## config.mk

```make
export PLATFORM = sky130hd
export DESIGN_NAME = control_multicycle
export DESIGN_NICKNAME = d
export VERILOG_FILES = /design/src/rtl/mips_defs.sv /design/src/rtl/mem_wait_ctr.sv /design/src/rtl/control_multicycle.sv
export SDC_FILE = /design/constraint.sdc
export NUM_CORES = 1
export LEC_CHECK = 0
export CAP_MARGIN = 20
export CELL_PAD_IN_SITES_DETAIL_PLACEMENT = 1
export CELL_PAD_IN_SITES_GLOBAL_PLACEMENT = 2
export CORE_ASPECT_RATIO = 0.9
export CORE_MARGIN = 5
export CORE_UTILIZATION = 29
export CTS_CLUSTER_SIZE = 30
export DETAILED_ROUTE_END_ITERATION = 8
export HOLD_SLACK_MARGIN = 0.08
export PLACE_DENSITY = 0.9
export SYNTH_ARGS = -nofsm -noshare
export SYNTH_HDL_FRONTEND = slang
export SYNTH_SLANG_ARGS = --single-unit
```

## constraint.sdc

```tcl
create_clock -name clk -period 4.15 [get_ports clk]
set_input_delay 1.0375 -clock clk [delete_from_list [all_inputs] [get_ports clk]]
set_output_delay 1.0375 -clock clk [all_outputs]
set_load 0.05 [all_outputs]
```

## src/rtl/mips_defs.sv

```systemverilog
// mips_defs: encodings shared between the single-cycle and multicycle MIPS
// control units.
//   - opcode / funct values of the supported instruction subset
//   - multicycle FSM state codes (visible on the debug 'state' port)
//   - RegDst, MemToReg, ALUSrcB, ALUOp and PCSource field encodings
//   - ctl_t: the bundle of control strobes one FSM state produces
package mips_defs;

  // Instruction opcodes (IR[31:26])
  localparam logic [5:0] OP_RTYPE = 6'b000000;
  localparam logic [5:0] OP_LW    = 6'b100011;
  localparam logic [5:0] OP_SW    = 6'b101011;
  localparam logic [5:0] OP_BEQ   = 6'b000100;
  localparam logic [5:0] OP_BNE   = 6'b000101;
  localparam logic [5:0] OP_J     = 6'b000010;
  localparam logic [5:0] OP_JAL   = 6'b000011;
  localparam logic [5:0] OP_ADDI  = 6'b001000;
  localparam logic [5:0] OP_ANDI  = 6'b001100;

  // R-type funct values (IR[5:0])
  localparam logic [5:0] FN_ADD = 6'b100000;
  localparam logic [5:0] FN_JR  = 6'b001000;

  typedef enum logic [3:0] {
    S_FETCH    = 4'd0,
    S_DECODE   = 4'd1,
    S_MEM_ADDR = 4'd2,
    S_MEM_RD   = 4'd3,
    S_MEM_WB   = 4'd4,
    S_MEM_WR   = 4'd5,
    S_R_EXEC   = 4'd6,
    S_R_WB     = 4'd7,
    S_I_EXEC   = 4'd8,
    S_I_WB     = 4'd9,
    S_BRANCH   = 4'd10,
    S_JUMP     = 4'd11,
    S_JAL      = 4'd12,
    S_JR       = 4'd13,
    S_HALT     = 4'd14
  } state_t;

  localparam logic [1:0] REGDST_RT = 2'b00;
  localparam logic [1:0] REGDST_RD = 2'b01;
  localparam logic [1:0] REGDST_RA = 2'b10;

  localparam logic [2:0] MEMTOREG_ALUOUT = 3'b000;
  localparam logic [2:0] MEMTOREG_MDR    = 3'b001;
  localparam logic [2:0] MEMTOREG_PC     = 3'b010;

  localparam logic [1:0] ALUSRCB_RT      = 2'b00;
  localparam logic [1:0] ALUSRCB_FOUR    = 2'b01;
  localparam logic [1:0] ALUSRCB_IMM     = 2'b10;
  localparam logic [1:0] ALUSRCB_IMM_SH2 = 2'b11;

  localparam logic [1:0] ALUOP_ADD   = 2'b00;
  localparam logic [1:0] ALUOP_SUB   = 2'b01;
  localparam logic [1:0] ALUOP_FUNCT = 2'b10;
  localparam logic [1:0] ALUOP_ANDI  = 2'b11;

  localparam logic [1:0] PCSRC_ALU    = 2'b00;
  localparam logic [1:0] PCSRC_ALUOUT = 2'b01;
  localparam logic [1:0] PCSRC_JUMP   = 2'b10;
  localparam logic [1:0] PCSRC_RS     = 2'b11;

  typedef struct packed {
    logic       pc_write;
    logic       pc_write_cond;
    logic       branch_not;
    logic       iord;
    logic       mem_read;
    logic       mem_write;
    logic       ir_write;
    logic [1:0] reg_dst;
    logic [2:0] mem_to_reg;
    logic       reg_write;
    logic       alu_src_a;
    logic [1:0] alu_src_b;
    logic [1:0] alu_op;
    logic [1:0] pc_source;
  } ctl_t;

  // States that talk to memory and therefore honour the wait-state window
  function automatic logic is_mem_state(input state_t s);
    return (s == S_FETCH) || (s == S_MEM_RD) || (s == S_MEM_WR);
  endfunction

endpackage

```

## src/rtl/mem_wait_ctr.sv

```systemverilog
// mem_wait_ctr: 4-bit memory wait-state down-counter.
//   clk      rising-edge clock
//   reset    synchronous active-high; loads load_val
//   load     reload with load_val (entry into a memory state)
//   dec      count down while non-zero
//   load_val reload value (number of extra stall cycles)
//   done     count has reached zero, the memory access may complete
module mem_wait_ctr (
  input  logic       clk,
  input  logic       reset,
  input  logic       load,
  input  logic       dec,
  input  logic [3:0] load_val,
  output logic       done
);

  logic [3:0] count_reg;

  always_ff @(posedge clk) begin
    if (reset || load) begin
      count_reg <= load_val;
    end else if (dec && (count_reg != 4'd0)) begin
      count_reg <= count_reg - 4'd1;
    end
  end

  assign done = (count_reg == 4'd0);

endmodule

```

## src/rtl/control_multicycle.sv

```systemverilog
// control_multicycle: Moore FSM sequencing FETCH/DECODE/EXEC/MEM/WB for the
// shared multicycle MIPS datapath, one datapath action per cycle.
//   clk, reset        clock, synchronous active-high reset
//   opcode, funct     IR fields, only looked at in DECODE (then latched)
//   PCWrite .. PCSource  datapath control strobes / selects
//   illegal           sticky flag, set when DECODE hits an unsupported opcode
//   state             current state code for debug visibility
// Parameters: MEM_WAIT extra stall cycles per memory state (0..15),
//             ENABLE_JR decodes R-type funct 001000 as JR.
module control_multicycle
  import mips_defs::*;
#(
  parameter int MEM_WAIT  = 0,
  parameter bit ENABLE_JR = 1'b1
) (
  input  logic       clk,
  input  logic       reset,
  input  logic [5:0] opcode,
  input  logic [5:0] funct,
  output logic       PCWrite,
  output logic       PCWriteCond,
  output logic       BranchNot,
  output logic       IorD,
  output logic       MemRead,
  output logic       MemWrite,
  output logic       IRWrite,
  output logic [1:0] RegDst,
  output logic [2:0] MemToReg,
  output logic       RegWrite,
  output logic       ALUSrcA,
  output logic [1:0] ALUSrcB,
  output logic [1:0] ALUOp,
  output logic [1:0] PCSource,
  output logic       illegal,
  output logic [3:0] state
);

  localparam logic [3:0] WAIT_INIT = 4'(MEM_WAIT);

  state_t     state_reg, state_next;
  logic [5:0] op_reg, funct_reg;
  logic       illegal_reg;
  logic       wait_done;
  logic       wait_load;
  ctl_t       ctl_next, ctl_out;

  // Reload on every entry into a memory state; a state that stalls on
  // itself keeps counting down instead of reloading.
  assign wait_load = is_mem_state(state_next) && (state_next != state_reg);

  mem_wait_ctr u_wait (
    .clk      (clk),
    .reset    (reset),
    .load     (wait_load),
    .dec      (is_mem_state(state_reg)),
    .load_val (WAIT_INIT),
    .done     (wait_done)
  );

  always_ff @(posedge clk) begin
    if (reset) begin
      state_reg   <= S_FETCH;
      op_reg      <= 6'd0;
      funct_reg   <= 6'd0;
      illegal_reg <= 1'b0;
    end else begin
      state_reg <= state_next;
      if (state_reg == S_DECODE) begin
        op_reg    <= opcode;
        funct_reg <= funct;
      end
      if ((state_reg == S_DECODE) && (state_next == S_HALT)) begin
        illegal_reg <= 1'b1;
      end
    end
  end

  // Next state. opcode/funct are consulted only in DECODE; later states use
  // the latched copy so the IR may change freely after decode.
  always_comb begin
    state_next = state_reg;
    case (state_reg)
      S_FETCH:    if (wait_done) state_next = S_DECODE;
      S_DECODE: begin
        case (opcode)
          OP_RTYPE: state_next = (ENABLE_JR && (funct == FN_JR)) ? S_JR : S_R_EXEC;
          OP_LW,
          OP_SW:    state_next = S_MEM_ADDR;
          OP_ADDI,
          OP_ANDI:  state_next = S_I_EXEC;
          OP_BEQ,
          OP_BNE:   state_next = S_BRANCH;
          OP_J:     state_next = S_JUMP;
          OP_JAL:   state_next = S_JAL;
          default:  state_next = S_HALT;
        endcase
      end
      S_MEM_ADDR: state_next = (op_reg == OP_LW) ? S_MEM_RD : S_MEM_WR;
      S_MEM_RD:   if (wait_done) state_next = S_MEM_WB;
      S_MEM_WB:   state_next = S_FETCH;
      S_MEM_WR:   if (wait_done) state_next = S_FETCH;
      S_R_EXEC:   state_next = S_R_WB;
      S_R_WB:     state_next = S_FETCH;
      S_I_EXEC:   state_next = S_I_WB;
      S_I_WB:     state_next = S_FETCH;
      S_BRANCH,
      S_JUMP,
      S_JAL,
      S_JR:       state_next = S_FETCH;
      S_HALT:     state_next = S_HALT;
      default:    state_next = S_FETCH;
    endcase
  end

  // Moore output decode from the registered state and latched IR fields.
  always_comb begin
    ctl_next = '0;
    case (state_reg)
      S_FETCH: begin
        ctl_next.mem_read  = 1'b1;
        ctl_next.alu_src_b = ALUSRCB_FOUR;
        ctl_next.alu_op    = ALUOP_ADD;
        ctl_next.pc_source = PCSRC_ALU;
        // IR and PC only commit once the memory word is actually there
        ctl_next.ir_write  = wait_done;
        ctl_next.pc_write  = wait_done;
      end
      S_DECODE: begin
        ctl_next.alu_src_b = ALUSRCB_IMM_SH2;
        ctl_next.alu_op    = ALUOP_ADD;
      end
      S_MEM_ADDR: begin
        ctl_next.alu_src_a = 1'b1;
        ctl_next.alu_src_b = ALUSRCB_IMM;
        ctl_next.alu_op    = ALUOP_ADD;
      end
      S_MEM_RD: begin
        ctl_next.mem_read = 1'b1;
        ctl_next.iord     = 1'b1;
      end
      S_MEM_WB: begin
        ctl_next.reg_write  = 1'b1;
        ctl_next.reg_dst    = REGDST_RT;
        ctl_next.mem_to_reg = MEMTOREG_MDR;
      end
      S_MEM_WR: begin
        ctl_next.iord      = 1'b1;
        // single write pulse at the end of the window
        ctl_next.mem_write = wait_done;
      end
      S_R_EXEC: begin
        ctl_next.alu_src_a = 1'b1;
        ctl_next.alu_src_b = ALUSRCB_RT;
        ctl_next.alu_op    = ALUOP_FUNCT;
      end
      S_R_WB: begin
        ctl_next.reg_write  = 1'b1;
        ctl_next.reg_dst    = REGDST_RD;
        ctl_next.mem_to_reg = MEMTOREG_ALUOUT;
      end
      S_I_EXEC: begin
        ctl_next.alu_src_a = 1'b1;
        ctl_next.alu_src_b = ALUSRCB_IMM;
        ctl_next.alu_op    = (op_reg == OP_ANDI) ? ALUOP_ANDI : ALUOP_ADD;
      end
      S_I_WB: begin
        ctl_next.reg_write  = 1'b1;
        ctl_next.reg_dst    = REGDST_RT;
        ctl_next.mem_to_reg = MEMTOREG_ALUOUT;
      end
      S_BRANCH: begin
        ctl_next.alu_src_a     = 1'b1;
        ctl_next.alu_src_b     = ALUSRCB_RT;
        ctl_next.alu_op        = ALUOP_SUB;
        ctl_next.pc_write_cond = 1'b1;
        ctl_next.pc_source     = PCSRC_ALUOUT;
        ctl_next.branch_not    = (op_reg == OP_BNE);
      end
      S_JUMP: begin
        ctl_next.pc_write  = 1'b1;
        ctl_next.pc_source = PCSRC_JUMP;
      end
      S_JAL: begin
        ctl_next.pc_write   = 1'b1;
        ctl_next.pc_source  = PCSRC_JUMP;
        ctl_next.reg_write  = 1'b1;
        ctl_next.reg_dst    = REGDST_RA;
        ctl_next.mem_to_reg = MEMTOREG_PC;
      end
      S_JR: begin
        // JR is only reachable with this funct latched; the guard keeps a
        // corrupted latch from steering the PC to rs.
        ctl_next.pc_write  = (funct_reg == FN_JR);
        ctl_next.pc_source = PCSRC_RS;
      end
      default: ;
    endcase
  end

  // Reset blanks every strobe immediately, so an aborted instruction cannot
  // issue a write in the cycle reset is raised.
  assign ctl_out = reset ? '0 : ctl_next;

  assign PCWrite     = ctl_out.pc_write;
  assign PCWriteCond = ctl_out.pc_write_cond;
  assign BranchNot   = ctl_out.branch_not;
  assign IorD        = ctl_out.iord;
  assign MemRead     = ctl_out.mem_read;
  assign MemWrite    = ctl_out.mem_write;
  assign IRWrite     = ctl_out.ir_write;
  assign RegDst      = ctl_out.reg_dst;
  assign MemToReg    = ctl_out.mem_to_reg;
  assign RegWrite    = ctl_out.reg_write;
  assign ALUSrcA     = ctl_out.alu_src_a;
  assign ALUSrcB     = ctl_out.alu_src_b;
  assign ALUOp       = ctl_out.alu_op;
  assign PCSource    = ctl_out.pc_source;
  assign illegal     = illegal_reg & ~reset;
  assign state       = state_reg;

endmodule

```

Word level (Yosys, flattened, before mapping)
Index checks and enable logic that the tools add are counted.
Widths: inputs -> output; s select.
{"block": "totals", "regBits": 21, "wordCells": 78}
{"block": "classes", "addsub": 1, "n_eq_ne": 31, "muxes": 19, "bitwise": 2, "n_reduce_logical": 20}
{"op": "$pmux 4 s6", "count": 2}
{"op": "$eq 4x4->1 const B", "count": 8}
{"op": "$pmux 4 s8", "count": 1}
{"op": "$eq 6x4->1 const B", "count": 5}
{"op": "$pmux 6 s4", "count": 1}
{"op": "$eq 4x3->1 const B", "count": 5}
{"op": "$mux 20", "count": 1}
{"op": "$eq 6x3->1 const B", "count": 3}
{"op": "$eq 6x6->1 const B", "count": 3}
{"op": "$mux 4", "count": 4}
{"op": "$eq 4x2->1 const B", "count": 3}
{"op": "$eq 6x2->1 const B", "count": 2}
{"op": "$logic_not 4->1", "count": 3}
{"op": "$reduce_or 2->1", "count": 6}
{"op": "$logic_not 6->1", "count": 1}
{"op": "$pmux 2 s3", "count": 1}
{"op": "$logic_or 1x1->1", "count": 5}
{"op": "$mux 1", "count": 5}
{"op": "$eq 4x1->1 const B", "count": 1}
{"op": "$mux 2", "count": 2}
{"op": "$ne 4x4->1", "count": 1}
{"op": "$reduce_bool 4->1", "count": 1}
{"op": "$reduce_or 4->1", "count": 1}
{"op": "$sub 4x1->4 const B", "count": 1}
{"op": "5 further kinds", "count": 7}

Longest topological paths before layout
{"block": "logic_depth", "word_depth": 9, "ltp_mapped": 8, "depth_no_buf": 8}

By module
From an unflattened synthesis, not the netlist that was laid out.
{"block": "unflattened", "cells_unflattened": 222, "hier_area_um2": 1631.6}
{"module": "control_multicycle", "n_inst": 1, "cells_per_inst": 199, "area_each_um2": 1395.1}
{"module": "mem_wait_ctr", "n_inst": 1, "cells_per_inst": 23, "area_each_um2": 236.5}

Worst setup path before layout
No wires, ideal clock.
{"block": "synth_timing", "path_kind": "input to output", "startpoint": "input reset", "endpoint": "output PCWrite", "arrival_time_ns": 3.141, "path_slack_ns": -0.028, "cell_stages": 4, "n_path_buf": 1, "path_cell_list": "clkbuf_1 > or3_1 > nor3_1 > a21o_1"}
{"block": "synth_via", "elab_chain_cells": 1}
{"element": "start, declared", "line_no": "control_multicycle.sv:17", "text": "input logic reset,"}
{"element": "$mux 20", "line_no": "control_multicycle.sv:202", "text": "assign ctl_out = reset ? '0 : ctl_next;"}
{"element": "end, declared", "line_no": "control_multicycle.sv:20", "text": "output logic PCWrite,"}
Every way passes these cells.

Worst setup path after layout
{"block": "layout_timing", "startpoint": "input reset", "endpoint": "output MemWrite"}
{"block": "layout_via", "elab_chain_cells": 1}
{"element": "$mux 20", "line_no": "control_multicycle.sv:202"}
{"element": "end, declared", "line_no": "control_multicycle.sv:25", "text": "output logic MemWrite,"}
Every way passes these cells.

==> results.sh <==
export IMPL_drtAntennaViolNets=0
export IMPL_wl_met3_um=241
export IMPL_final_hold_viol_count=0
export IMPL_num_antenna_cells=0
export IMPL_setup_worst_path_start_class="input port"
export IMPL_place_ws_ns=0.4619
export IMPL_wl_mm=4.580
export IMPL_avgSynthCellArea_um2=7.489
export IMPL_powerDensity_nw_per_um2=731.5
export IMPL_htreeDepth=1
export IMPL_fin_crit_sh=0.8796
export IMPL_fmax_mhz=274.0
export IMPL_cts_made_buffers=3
export IMPL_dr_wl_met2_mm=2.119
export IMPL_clkPwrFrac=0.087
export IMPL_first_global_vias=1557
export IMPL_rsz0062_at_grt="false"
export IMPL_overflow=0
export IMPL_tightestPinTransition_ns=0.9652
export IMPL_fin_crit_ns=3.650
export IMPL_cts_root_buf="clkbuf_8"
export IMPL_ctsResizeCount=0
export IMPL_rows=25
export IMPL_drt_met1_wl_mm=2.175
export IMPL_async_flop_share=0
export IMPL_syn_nets=220
export IMPL_layout_nets=251
export IMPL_cts_sinks=21
export IMPL_p_switching_uw=806.1
export IMPL_pwr_share_comb=0.684
export IMPL_routed_via_density=5.185
export IMPL_syn_inst=205
export IMPL_finClkSkew_ns=0.005999
export IMPL_area_growth_syn_to_layout_pct=41.65
export IMPL_maxSlewViolCount=0
export IMPL_drt_pass1_iter_count=4
export IMPL_place_congestion=0.7641
export IMPL_die_w_um=86.70
export IMPL_hold_path_class="register to register"
export IMPL_io_pins=39
export IMPL_synth_edff_count=0
export IMPL_arrival_ns=2.61
export IMPL_drcViolationCount=0
export IMPL_grt_pass1_wl_mm=7.679
export IMPL_antenna_found_initial=0
export IMPL_topRoutingLayerUsed="met4"
export IMPL_post_cts_buffers=0
export IMPL_cts_tree="yes"
export IMPL_first_iter_violations=82
export IMPL_timing_slew_headroom=0.3556
export IMPL_p_leak_uw=0.0007689
export IMPL_ctsLongestPathBuffers=2
export IMPL_cap_viol_max_count=0
export IMPL_synth_main_ff_cell="dfxtp_1"
export IMPL_die_height_um=79.03
export IMPL_crit_path_max_fanout=24
export IMPL_status="completed"
export IMPL_setup_ws_ns=0.4998
export IMPL_synth_yosys_seq_area_share=0.2738
export IMPL_die_area_um2=6851
export IMPL_ys_seq_elements=21
export IMPL_grt_total_usage=0.1387
export IMPL_endpoint_kind="output pin"
export IMPL_grt_max_degree=28
export IMPL_synth_distinct_cells=59
export IMPL_vias=1566
export IMPL_vdd_drop_max_uv=343.2
export IMPL_cts_hold_buffers_added=0
export IMPL_core_area_um2=5192
export IMPL_initial_core_util=0.2957
export IMPL_fillCellCount=655
export IMPL_crit_type="input port to output pin"
export IMPL_yosysWarnings=0
export IMPL_portBuffers=37
export IMPL_swShare=0.5068
export IMPL_clk_latency_ns=0.27
export IMPL_route_detailed_wl_per_inst_um=15.17
export IMPL_clk_pin_slew_worst_paths_ns=0.08
export IMPL_drive_gt1_frac=0.1830
export IMPL_dp_hpwl_mm=3.587
export IMPL_critical_path_required_ns=3.11
export IMPL_internal_power_uw=784.6
export IMPL_syn_area_um2=1535
export IMPL_setup_viol=0
export IMPL_p_seq_frac=0.229
export IMPL_fin_tns_setup_ns=0
-- per-layer routing --
metal	vias to the layer above	GRT usage
li1	795	-
met1	728	0.1835
met2	39	0.2332
met3	4	0.02178
met4	0	0.03738
met5	-	0
-- cell type report --
type | count | area (µm²) | area share
Multi-Input combinational cell | 166 | 1041 | 0.4787
Timing Repair Buffer | 40 | 568.0 | 0.2612
Sequential cell | 21 | 420.4 | 0.1933
Tap cell | 67 | 83.83 | 0.03855
Clock buffer | 3 | 41.29 | 0.01899
Inverter | 4 | 15.01 | 0.006904
Clock inverter | 1 | 5.005 | 0.002301
-- critical path, cell delays in order --
cell	delay [ns]
clkdlybuf4s50_1	0.50
buf_4	0.26
nor2_1	0.14
nand2_1	0.11
nor3_1	0.37
buf_12	0.19
-- power by group through the flow --
stage	Sequential [µW]	Clock, µW	Combinational (µW)
floorplan	358	0	737
global placement	364	0	1080
detailed placement	370	0	1100
CTS	366	145	1100
global route	379	155	1180
finish	364	139	1090
-- worst paths after layout --
path	cells after the start	start	slack (ns)	end
max reg2reg	6	state[0]	1.34	u_wait.count_reg[3]
min	2	funct_reg[1]	0.46	funct_reg[1]
max	6	reset	0.50	MemWrite
min reg2reg	2	funct_reg[1]	0.46	funct_reg[1]
-- metrics by stage --
| step | hold slack, ns | instances | cell area (µm²) | power [µW] | util |
|---|---|---|---|---|---|
| after global routing | 0.4801 | 302 | 2175 | 1717 | 0.4188 |
| final | 0.4598 | 302 | 2175 | 1591 | 0.4188 |
| after global placement | 0.4385 | 298 | 2128 | 1441 | 0.4099 |
| after floorplan | 0.4313 | 205 | 1540 | 1096 | - |
| after CTS | 0.4652 | 302 | 2175 | 1612 | 0.4188 |
| after detailed placement | 0.4522 | 298 | 2128 | 1467 | 0.4099 |
-- kinds of logic (layout without fill, tap and decap cells) --
logic type      after synthesis  count (layout)  share of synthesized area
simple gates                104             104                     0.3855
other cells                   1               1                   0.002443
flops                        21              21                     0.2738
mux                           1               1                   0.006520
buf+inv                      18              48                    0.05133
fa+ha+maj                     2               2                    0.01467
xor+xnor                      6               6                    0.03424
compound gates               52              52                     0.2315
-- Yosys cell counts (all sizes together) (2+ instances only) --
cell type	count	area, µm²
nand2	31	116.4
a21oi	26	130.1
dfxtp	21	420.4
nor2	21	78.83
clkbuf	8	30.03
a211oi	6	50.05
buf	6	33.77
nor2b	5	31.28
nor3	5	36.29
inv	4	15.01
nand2b	4	25.02
nand3	4	25.02
o21ai	4	20.02
or2	4	25.03
or3	4	30.03
or4b	4	40.04
and3	3	18.77
nor4	3	18.77
o22ai	3	18.77
or4	3	26.27
xnor2	3	26.28
xor2	3	26.28
a2111oi	2	23.77
nand3b	2	15.01
nor3b	2	15.01
nor4b	2	23.77
o311ai	2	35.04
-- layout by cell type (no fill, tap or decap), drive strengths merged, types with 3 or more instances in the layout --
cell,count
a211oi,6
a21oi,26
and3,3
buf,23
clkbuf,3
clkdlybuf4s50,17
dfxtp,21
inv,4
nand2,31
nand2b,4
nand3,4
nor2,21
nor2b,5
nor3,5
nor4,3
o21ai,4
o22ai,3
or2,4
or3,4
or4,3
or4b,4
xnor2,3
xor2,3
(Power assumes the default switching activity.)
